### config.mk
export PLATFORM = sky130hd
export DESIGN_NAME = byte_unstriping_nlane
export DESIGN_NICKNAME = d
export VERILOG_FILES = /design/src/rtl/ubs_pkg.sv /design/src/rtl/ubs_lane_fifo.sv /design/src/rtl/byte_unstriping_nlane.sv
export SDC_FILE = /design/constraint.sdc
export NUM_CORES = 1
export LEC_CHECK = 0
export CORE_MARGIN = 2
export CORE_UTILIZATION = 35
export CTS_CLUSTER_DIAMETER = 30
export CTS_CLUSTER_SIZE = 14
export DETAILED_ROUTE_END_ITERATION = 12
export DONT_BUFFER_PORTS = 1
export SETUP_SLACK_MARGIN = 0.4
export SLEW_MARGIN = 20
export SYNTH_ARGS = -nofsm -noshare
export SYNTH_HDL_FRONTEND = slang
export SYNTH_SLANG_ARGS = --single-unit
export TNS_END_PERCENT = 100
### constraint.sdc
create_clock -name clk_f -period 3.1 [get_ports clk_f]
set_clock_uncertainty 0.2 [all_clocks]
set_input_delay 0.62 -clock clk_f [delete_from_list [all_inputs] [get_ports clk_f]]
set_output_delay 0.62 -clock clk_f [all_outputs]
set_load 0.01 [all_outputs]
### src/rtl/ubs_pkg.sv
// rtl/ubs_pkg.sv - shared defaults, width helper and lane-count clamp for the un-striper
package ubs_pkg;

  localparam int UBS_W     = 8;
  localparam int UBS_LANES = 4;
  localparam int UBS_DEPTH = 4;

  typedef enum logic {
    ST_IDLE,
    ST_STREAM
  } ubs_state_t;

  function automatic int ubs_clog2(input int v);
    for (int r = 0; r < 31; r++) begin
      if ((1 << r) >= v) return r;
    end
    return 31;
  endfunction

  // Zero or an over-range request falls back to the full physical width.
  function automatic int ubs_clamp_lanes(input int req, input int lanes);
    return ((req == 0) || (req > lanes)) ? lanes : req;
  endfunction

endpackage

### src/rtl/ubs_lane_fifo.sv
// rtl/ubs_lane_fifo.sv - per-lane elastic FIFO with combinational head
module ubs_lane_fifo
  import ubs_pkg::*;
#(
  parameter int W     = UBS_W,
  parameter int DEPTH = UBS_DEPTH
) (
  input  logic         clk_f,
  input  logic         reset,
  input  logic         push,
  input  logic         pop,
  input  logic [W-1:0] din,
  output logic [W-1:0] dout,
  output logic         full,
  output logic         empty
);

  localparam int AW = ubs_clog2(DEPTH);

  logic [W-1:0]  r_mem [DEPTH];
  logic [AW-1:0] r_wptr;
  logic [AW-1:0] r_rptr;
  logic [AW:0]   r_cnt;
  logic          w_push;
  logic          w_pop;

  assign full   = (r_cnt == (AW+1)'(DEPTH));
  assign empty  = (r_cnt == '0);
  assign dout   = r_mem[r_rptr];
  // A full FIFO refuses the write even when it is popped in the same cycle.
  assign w_push = push && !full;
  assign w_pop  = pop && !empty;

  always_ff @(posedge clk_f) begin
    if (w_push) r_mem[r_wptr] <= din;
  end

  always_ff @(posedge clk_f) begin
    if (!reset) begin
      r_wptr <= '0;
      r_rptr <= '0;
      r_cnt  <= '0;
    end else begin
      if (w_push) r_wptr <= r_wptr + 1'b1;
      if (w_pop)  r_rptr <= r_rptr + 1'b1;
      case ({w_push, w_pop})
        2'b10:   r_cnt <= r_cnt + 1'b1;
        2'b01:   r_cnt <= r_cnt - 1'b1;
        default: r_cnt <= r_cnt;
      endcase
    end
  end

endmodule

### src/rtl/byte_unstriping_nlane.sv
// rtl/byte_unstriping_nlane.sv - N-lane round-robin byte un-striper with valid/ready output
module byte_unstriping_nlane
  import ubs_pkg::*;
#(
  parameter int W     = UBS_W,
  parameter int LANES = UBS_LANES,
  parameter int DEPTH = UBS_DEPTH
) (
  input  logic                              clk_f,
  input  logic                              reset,
  input  logic [LANES*W-1:0]                lane_data,
  input  logic [LANES-1:0]                  lane_valid,
  output logic [LANES-1:0]                  lane_ready,
  input  logic [ubs_clog2(LANES+1)-1:0]     active_lanes,
  output logic [W-1:0]                      data_out,
  output logic                              valid_out,
  input  logic                              ready_out,
  output logic                              overflow
);

  localparam int CW = ubs_clog2(LANES+1);
  localparam int RW = ubs_clog2(LANES);

  logic [LANES-1:0] w_full;
  logic [LANES-1:0] w_empty;
  logic [LANES-1:0] w_push;
  logic [LANES-1:0] w_pop;
  logic [LANES-1:0] w_active;
  logic [W-1:0]     w_head [LANES];

  logic [RW-1:0] r_rr;
  logic [CW-1:0] r_cfg_lanes;
  logic [W-1:0]  r_data;
  logic          r_valid;
  logic          r_overflow;

  logic          w_out_free;
  logic          w_load;
  logic [CW-1:0] w_rr_inc;
  logic [RW-1:0] w_rr_nxt;
  logic          w_drop_active;
  ubs_state_t    w_state;

  genvar gi;
  generate
    for (gi = 0; gi < LANES; gi++) begin : g_lane
      assign w_active[gi]   = (CW'(gi) < r_cfg_lanes);
      assign lane_ready[gi] = !w_full[gi] && w_active[gi];
      assign w_push[gi]     = lane_valid[gi] && lane_ready[gi];
      assign w_pop[gi]      = w_load && (r_rr == RW'(gi));

      ubs_lane_fifo #(.W(W), .DEPTH(DEPTH)) u_fifo (
        .clk_f (clk_f),
        .reset (reset),
        .push  (w_push[gi]),
        .pop   (w_pop[gi]),
        .din   (lane_data[gi*W +: W]),
        .dout  (w_head[gi]),
        .full  (w_full[gi]),
        .empty (w_empty[gi])
      );
    end
  endgenerate

  // Strict order: only the lane under rr may feed the output, even if others hold data.
  always_comb begin
    w_out_free    = !r_valid || ready_out;
    w_load        = w_out_free && !w_empty[r_rr];
    w_rr_inc      = CW'(r_rr) + 1'b1;
    w_rr_nxt      = (w_rr_inc >= r_cfg_lanes) ? '0 : r_rr + 1'b1;
    w_drop_active = |(lane_valid & w_full & w_active);
    w_state       = ((&w_empty) && (r_rr == '0)) ? ST_IDLE : ST_STREAM;
  end

  always_ff @(posedge clk_f) begin
    if (!reset) begin
      r_rr        <= '0;
      r_cfg_lanes <= CW'(LANES);
      r_data      <= '0;
      r_valid     <= 1'b0;
      r_overflow  <= 1'b0;
    end else begin
      if (w_load) begin
        r_data  <= w_head[r_rr];
        r_valid <= 1'b1;
        r_rr    <= w_rr_nxt;
      end else if (r_valid && ready_out) begin
        r_valid <= 1'b0;
      end
      // Lane count only changes between streams so no round is split across widths.
      if ((w_state == ST_IDLE) && w_out_free)
        r_cfg_lanes <= CW'(ubs_clamp_lanes(int'(active_lanes), LANES));
      if (w_drop_active) r_overflow <= 1'b1;
    end
  end

  assign data_out  = r_data;
  assign valid_out = r_valid;
  assign overflow  = r_overflow;

endmodule

* Word-level counts from Yosys, hierarchy flattened
Memory sizes are Yosys's and may differ from the RTL's. A register that Yosys moved wholly into a read port is not among the register bits. Cells that the tools add are included.
Storage, ports and cells: flip-flop bits (word level) 43, latch bits 0, memory bits (writable) 128, ROM bits 0, bits of input ports 42, output and inout port bits 14, memories 4
Memories:
- g_lane[0].u_fifo.r_mem | words 4, bits a word 8, rd ports 1, clocked after Yosys merged registers in 1, wr ports 1, RTL line ubs_lane_fifo.sv:20 | logic [W-1:0] r_mem [DEPTH];
- g_lane[1].u_fifo.r_mem | words 4, bits a word 8, rd ports 1, clocked after Yosys merged registers in 1, wr ports 1, RTL line ubs_lane_fifo.sv:20
- g_lane[2].u_fifo.r_mem | words 4, bits a word 8, rd ports 1, clocked after Yosys merged registers in 1, wr ports 1, RTL line ubs_lane_fifo.sv:20
- g_lane[3].u_fifo.r_mem | words 4, bits a word 8, rd ports 1, clocked after Yosys merged registers in 1, wr ports 1, RTL line ubs_lane_fifo.sv:20
Operators by class: add/subtract/negate cells 18, $mul 0, div/mod/pow operators 0, order comparisons 8, eq/ne operators 15, shift-type cells 0, mux-type cells 29, bitwise logic cells 3, reduce and logical (&&, ||, !) cells 49
Operators by type and width (count):
- logical AND 1 bit | 24
- one-hot mux 3 bit (2 select lines) | 4
- adder 2 x 1 -> 2 bit (second input constant) | 9
- 2-to-1 mux 2 bit | 9
- binary-select mux 8 bit (select 2 bit) | 1
- 2-to-1 mux 8 bit | 2
- logical NOT 3 bit | 5
- adder 3 x 1 -> 3 bit (second input constant) | 4
- equality test 2 bit (second input constant) | 6
- equality test 3 bit (second input constant) | 4
- subtractor 3 x 1 -> 3 bit (second input constant) | 4
- 2-to-1 mux 1 bit | 11
- equality test 2 x 1 -> 1 bit (second input constant) | 5
- logical NOT 1 bit | 10
- nonzero test 2 bit | 5
- AND 4 bit | 2
- < comparator 1 x 3 -> 1 bit (first input constant) | 2
- < comparator 2 x 3 -> 1 bit (first input constant) | 2
- AND reduction 4 bit | 1
- OR reduction 4 bit | 1
- adder 2 x 1 -> 3 bit (second input constant) | 1
- greater-or-equal comparator 3 bit | 1
- greater-or-equal comparator 3 bit (second input constant) | 1
- greater-than comparator 3 bit (second input constant) | 1
- 6 further kinds | 7

* Depth between registers and ports, before layout
word-level depth 9, mapped depth 13

* Hierarchy
From an unflattened synthesis, not the netlist that was laid out.
Unflattened totals: cells, all modules 503, area total of the unflattened synthesis 7689.9 sq um
By module, submodules not included:
- ubs_lane_fifo | times used 4, cells each 96, area each 1644.1 sq um
- byte_unstriping_nlane | times used 1, cells each 119, area each 1113.6 sq um

* Worst setup path after synthesis
Ideal clock, no wire load.
path kind register -> register, start point register r_rr[1], end point register g_lane[2].u_fifo.r_cnt[2], setup time 0.076 ns, data arrival time 2.525 ns, slack 0.299 ns, stages on the path, launching flop included 13, period minus slack after synthesis 2.801 ns, cells stage by stage dfxtp_1 > or4_1 > o211a_1 > o21a_1 > buf_6 > and3_4 > buf_6 > ha_1 > inv_1 > fa_1 > xor2_1 > or3_1 > a21boi_0
Between the ends: word-level cells in the longest chain between the ends 8
Ends and longest elaborated chain:
- start: declaration | RTL line byte_unstriping_nlane.sv:31 | logic [RW-1:0] r_rr;
- start signal: assignment | RTL line byte_unstriping_nlane.sv:86 | r_rr <= w_rr_nxt;
- binary-select mux 1 bit (select 2 bit) | RTL line byte_unstriping_nlane.sv:68 | w_load = w_out_free && !w_empty[r_rr];
- 2-to-1 mux 1 bit (not written as such) | RTL line byte_unstriping_nlane.sv:68
- logical NOT 1 bit | RTL line byte_unstriping_nlane.sv:68
- logical AND 1 bit | RTL line byte_unstriping_nlane.sv:68
- logical AND 1 bit (*) | RTL line byte_unstriping_nlane.sv:50 | assign w_pop[gi] = w_load && (r_rr == RW'(gi));
- logical AND 1 bit (*) | RTL line ubs_lane_fifo.sv:32 | assign w_pop = pop && !empty;
- via g_lane[2].u_fifo.w_pop | RTL line ubs_lane_fifo.sv:25 | logic w_pop;
- equality test 2 x 1 -> 1 bit or equality test 2 bit (tied branches) | RTL line ubs_lane_fifo.sv:46 | case ({w_push, w_pop})
- one-hot mux 3 bit (2 select lines) or nonzero test 2 bit (tied branches)
- end signal: assignment | RTL line ubs_lane_fifo.sv:47 | 2'b10: r_cnt <= r_cnt + 1'b1;
- end signal: assignment | RTL line ubs_lane_fifo.sv:48 | 2'b01: r_cnt <= r_cnt - 1'b1;
- end signal: assignment | RTL line ubs_lane_fifo.sv:49 | default: r_cnt <= r_cnt;
- end: declaration | RTL line ubs_lane_fifo.sv:23 | logic [AW:0] r_cnt;
Mark *: on every way through the listed nets, which the timed path passes. The rest lies on a longest branch. The select of a mux whose other input is x is not followed. A chain may end at the register's enable or synchronous reset.

* Worst setup path after layout
start point register g_lane[0].u_fifo.r_cnt[2], end point register g_lane[1].u_fifo.r_cnt[2]
Between the ends: word-level cells in the longest chain between the ends 9
Ends and longest elaborated chain:
- start: declaration | RTL line ubs_lane_fifo.sv:23
- start signal: assignment | RTL line ubs_lane_fifo.sv:47
- start signal: assignment | RTL line ubs_lane_fifo.sv:48
- start signal: assignment | RTL line ubs_lane_fifo.sv:49
- logical NOT 3 bit (*) | RTL line ubs_lane_fifo.sv:28 | assign empty = (r_cnt == '0);
- binary-select mux 1 bit (select 2 bit) (*) | RTL line byte_unstriping_nlane.sv:68
- 2-to-1 mux 1 bit (not written as such) (*) | RTL line byte_unstriping_nlane.sv:68
- logical NOT 1 bit (*) | RTL line byte_unstriping_nlane.sv:68
- logical AND 1 bit (*) | RTL line byte_unstriping_nlane.sv:68
- logical AND 1 bit (*) | RTL line byte_unstriping_nlane.sv:50
- logical AND 1 bit (*) | RTL line ubs_lane_fifo.sv:32
- equality test 2 x 1 -> 1 bit or equality test 2 bit (tied branches) | RTL line ubs_lane_fifo.sv:46
- one-hot mux 3 bit (2 select lines) or nonzero test 2 bit (tied branches)
- end signal: assignment | RTL line ubs_lane_fifo.sv:47
- end signal: assignment | RTL line ubs_lane_fifo.sv:48
- end signal: assignment | RTL line ubs_lane_fifo.sv:49
- end: declaration | RTL line ubs_lane_fifo.sv:23
Mark *: on every way between the ends. The rest lies on a longest branch, timed or not. The select of a mux whose other input is x is not followed.

==> results.py <==
metrics = {
    "timing": {
        "final.setup.tns_ns": 0,
        "max_slew_margin_pct": 54.0,
        "setup_ws_ns": 0.382,
        "tightest_slew_ns": 0.688,
        "setup_viol": 0,
        "rsz0062_at_grt": "yes",
        "fin_crit_sh_pct": 87.7,
        "hold_viol_final": 0,
        "fin_crit_ns": 2.72,
        "slew_viol_final": 0,
        "fmax_mhz": 368,
    },
    "critical_path": {
        "crit_required_ns": 3.26,
        "cp-start-kind": "register",
        "crit_fanout": 6,
        "critPathArrivalTime_ns": 2.87,
        "crit_type": "reg -> reg",
        "cp-end-kind": "register",
    },
    "floorplanning": {
        "core_region_area_um2": 21200,
        "initial_core_util_pct": 36.0,
        "std_cell_rows": 53,
        "die_w_um": 151,
        "chipHeight_um": 151,
        "ios": 56,
        "die_area_um2": 22900,
    },
    "synth": {
        "synth_area_leaders": "edfxtp_1, dfxtp_1, mux4_2",
        "syn_avg_cell_area_um2": 14.8,
        "synth_top_area_cell": "edfxtp_1",
        "ys_warn_count": 0,
        "synth_seq_cells": 179,
        "synth_seq_area_share_pct": 64.0,
        "synth_cells": 514,
        "synth_cell_types": 42,
        "synth_nets": 588,
        "synth_top_area_share_pct": 50.5,
        "synthesis.area_um2": 7610,
    },
    "detailed_routing": {
        "drcViolationCount": 0,
        "wl_mm": 15.5,
        "dr.pass1.iters": 4,
        "avgRoutedWirePerCell_um": 18.9,
        "drtAntennaViolNets": 0,
        "drt_iter0_markers": 227,
        "vias": 4093,
        "viasPerCell": 5.00,
    },
    "placement": {
        "numPortBuffers": 0,
        "hpwlAfterDp_mm": 11.1,
        "routabilityCongestion": 0.752,
        "dpl-instance-area_um2": 7950,
        "pre_cts_ws_ns": 0.229,
        "dp_cells": 777,
    },
    "clock_network": {
        "numCtsBuffers": 17,
        "clock_path_buffers": 2,
        "insertion_delay_ns": 0.42,
        "cts_hold_buf": 0,
        "cts.sinks": 179,
        "tritoncts": "built",
        "ctsHtreeMaxLevel": 4,
        "clockRootBuffer": "clkbuf_16",
        "cts.clk_slew.worst_paths_ns": 0.06,
    },
    "finish": {
        "drive_above_1_share_pct": 18.4,
        "final_cells": 818,
        "final_common_cell": "edfxtp_1",
        "final_cell_mix": "edfxtp_1, dfxtp_1, and2_1",
        "num-nets-final": 604,
        "area_growth_pct": 13.8,
        "antennaDiodeCount": 0,
        "final_area_um2": 8650,
    },
    "global_routing": {
        "antenna_found_initial": 0,
        "grt_overflow_total": 0,
        "grt_pass1_vias": 4280,
        "grt_pass1_wl_mm": 24.0,
        "grt_max_degree": 53,
        "grt_usage_pct": 14.3,
    },
    "power_and_ir_drop": {
        "clkPwrFrac_pct": 30.7,
        "swShare_pct": 28.8,
        "p_seq_share_pct": 46.3,
        "combPwrFrac_pct": 23.0,
        "power_density_nw_per_um2": 788,
        "p_leak_nw": 2.93,
        "power_switching_mw": 1.96,
        "power.internal_mw": 4.85,
        "vdd_ir_drop_max_mv": 0.393,
    },
    "outcome": {
        "outcome": "complete, no violations",
    },
    "run": {
        "drv_cap": 0,
    },
    "min_path": {
        "min_path_type": "in -> reg",
    },
}
-- through the flow --
step	hold WS [ns]	utilization, %	total power, mW
final	0.0883	40.9	6.82
after detailed placement	0.286	37.6	4.62
after floorplan	0.249	-	4.22
after global routing	0.0574	40.9	7.19
after global placement	0.273	37.6	4.57
after CTS	0.0585	40.6	6.82
-- synth_stat cells (all sizes together) --
master / instances
mux2i: 25
xnor2: 8
or4: 2
o21ai: 10
a41oi: 3
inv: 29
ha: 28
o32ai: 3
nor2: 21
fa: 4
a21boi: 6
or2: 2
o31a: 1
o21a: 2
o211a: 2
a22o: 10
nor2b: 9
nand2: 32
a32oi: 6
nor3: 4
and3: 4
and2: 35
or3: 9
nand2b: 9
nand3: 1
a31o: 3
dfxtp: 51
o2111a: 1
a21oi: 5
mux4: 26
buf: 7
clkbuf: 12
o22ai: 10
xor2: 5
edfxtp: 128
a21o: 1
-- state kept, by name, indices dropped and copies added (netlist names), named ones only --
signal / flops
data_out: 8
g_lane.u_fifo.r_cnt: 12
r_rr: 2
g_lane.u_fifo.r_wptr: 8
r_cfg_lanes: 3
g_lane.u_fifo.r_rptr: 8
g_lane.u_fifo.r_mem: 128
valid_out: 1
overflow: 1
-- metal layers --
metal	global-route usage [%]	wire length (um)
met5	0	0
met4	4.67	233
met3	5.24	906
met2	24.8	8140
met1	16.4	6180
-- power groups by stage --
| stage | clock (mW) | combinational [mW] | sequential [mW] |
|---|---|---|---|
| 5_1_grt | 2.24 | 1.75 | 3.20 |
| 3_5_place_dp | 0 | 1.41 | 3.21 |
| 2_1_floorplan | 0 | 1.13 | 3.09 |
| 4_1_cts | 2.15 | 1.52 | 3.16 |
| 6_report | 2.09 | 1.56 | 3.16 |
| 3_3_place_gp | 0 | 1.38 | 3.19 |
-- worst max-delay path, stage by stage, from the launching register on --
cell	delay, ns
dfxtp_4	0.36
or4_4	0.53
o211a_4	0.17
o21a_4	0.24
and3_4	0.16
ha_4	0.17
inv_2	0.06
fa_2	0.20
xor2_2	0.07
or3_4	0.37
a21boi_2	0.12
-- logic make-up (layout without fill, tap and decap cells) --
family	count (synthesis)	count (layout)	synth area share (%)
compound gates	63	63	6.10
buf+inv	48	77	2.80
mux	51	51	11.0
flops	179	179	64.0
fa+ha+maj	32	32	5.66
xor+xnor	13	13	1.50
simple gates	128	128	9.00
-- area by class of cell --
class,instances,area (um^2)
fillers,1865,12500
flip-flops and latches,179,4880
multi-input cells,287,2620
clock buffers,18,429
well taps,275,344
clock inverters,14,154
repair buffers,16,120
inverters,29,113
-- final timing paths --
kind | cells past startpoint | slack (ns) | start | endpoint
min | 0 | 0.09 | lane_data[5] | g_lane[0].u_fifo.r_mem[0][5]
max reg2reg | 10 | 0.38 | g_lane[0].u_fifo.r_cnt[2] | g_lane[1].u_fifo.r_cnt[2]
min reg2reg | 2 | 0.29 | g_lane[0].u_fifo.r_rptr[1] | g_lane[0].u_fifo.r_rptr[1]
max | 10 | 0.38 | g_lane[0].u_fifo.r_cnt[2] | g_lane[1].u_fifo.r_cnt[2]
-- timing repair --
| item | CTS | global route |
|---|---|---|
| resized for setup | 5 | 12 |
| buffers inserted | 4 | 5 |
| pin swaps | 3 | 9 |
| endpoints found under the setup margin | 6 | 7 |
| hold endpoints to repair | 0 | 0 |
Note: power is estimated with default switching activity, not from simulation.
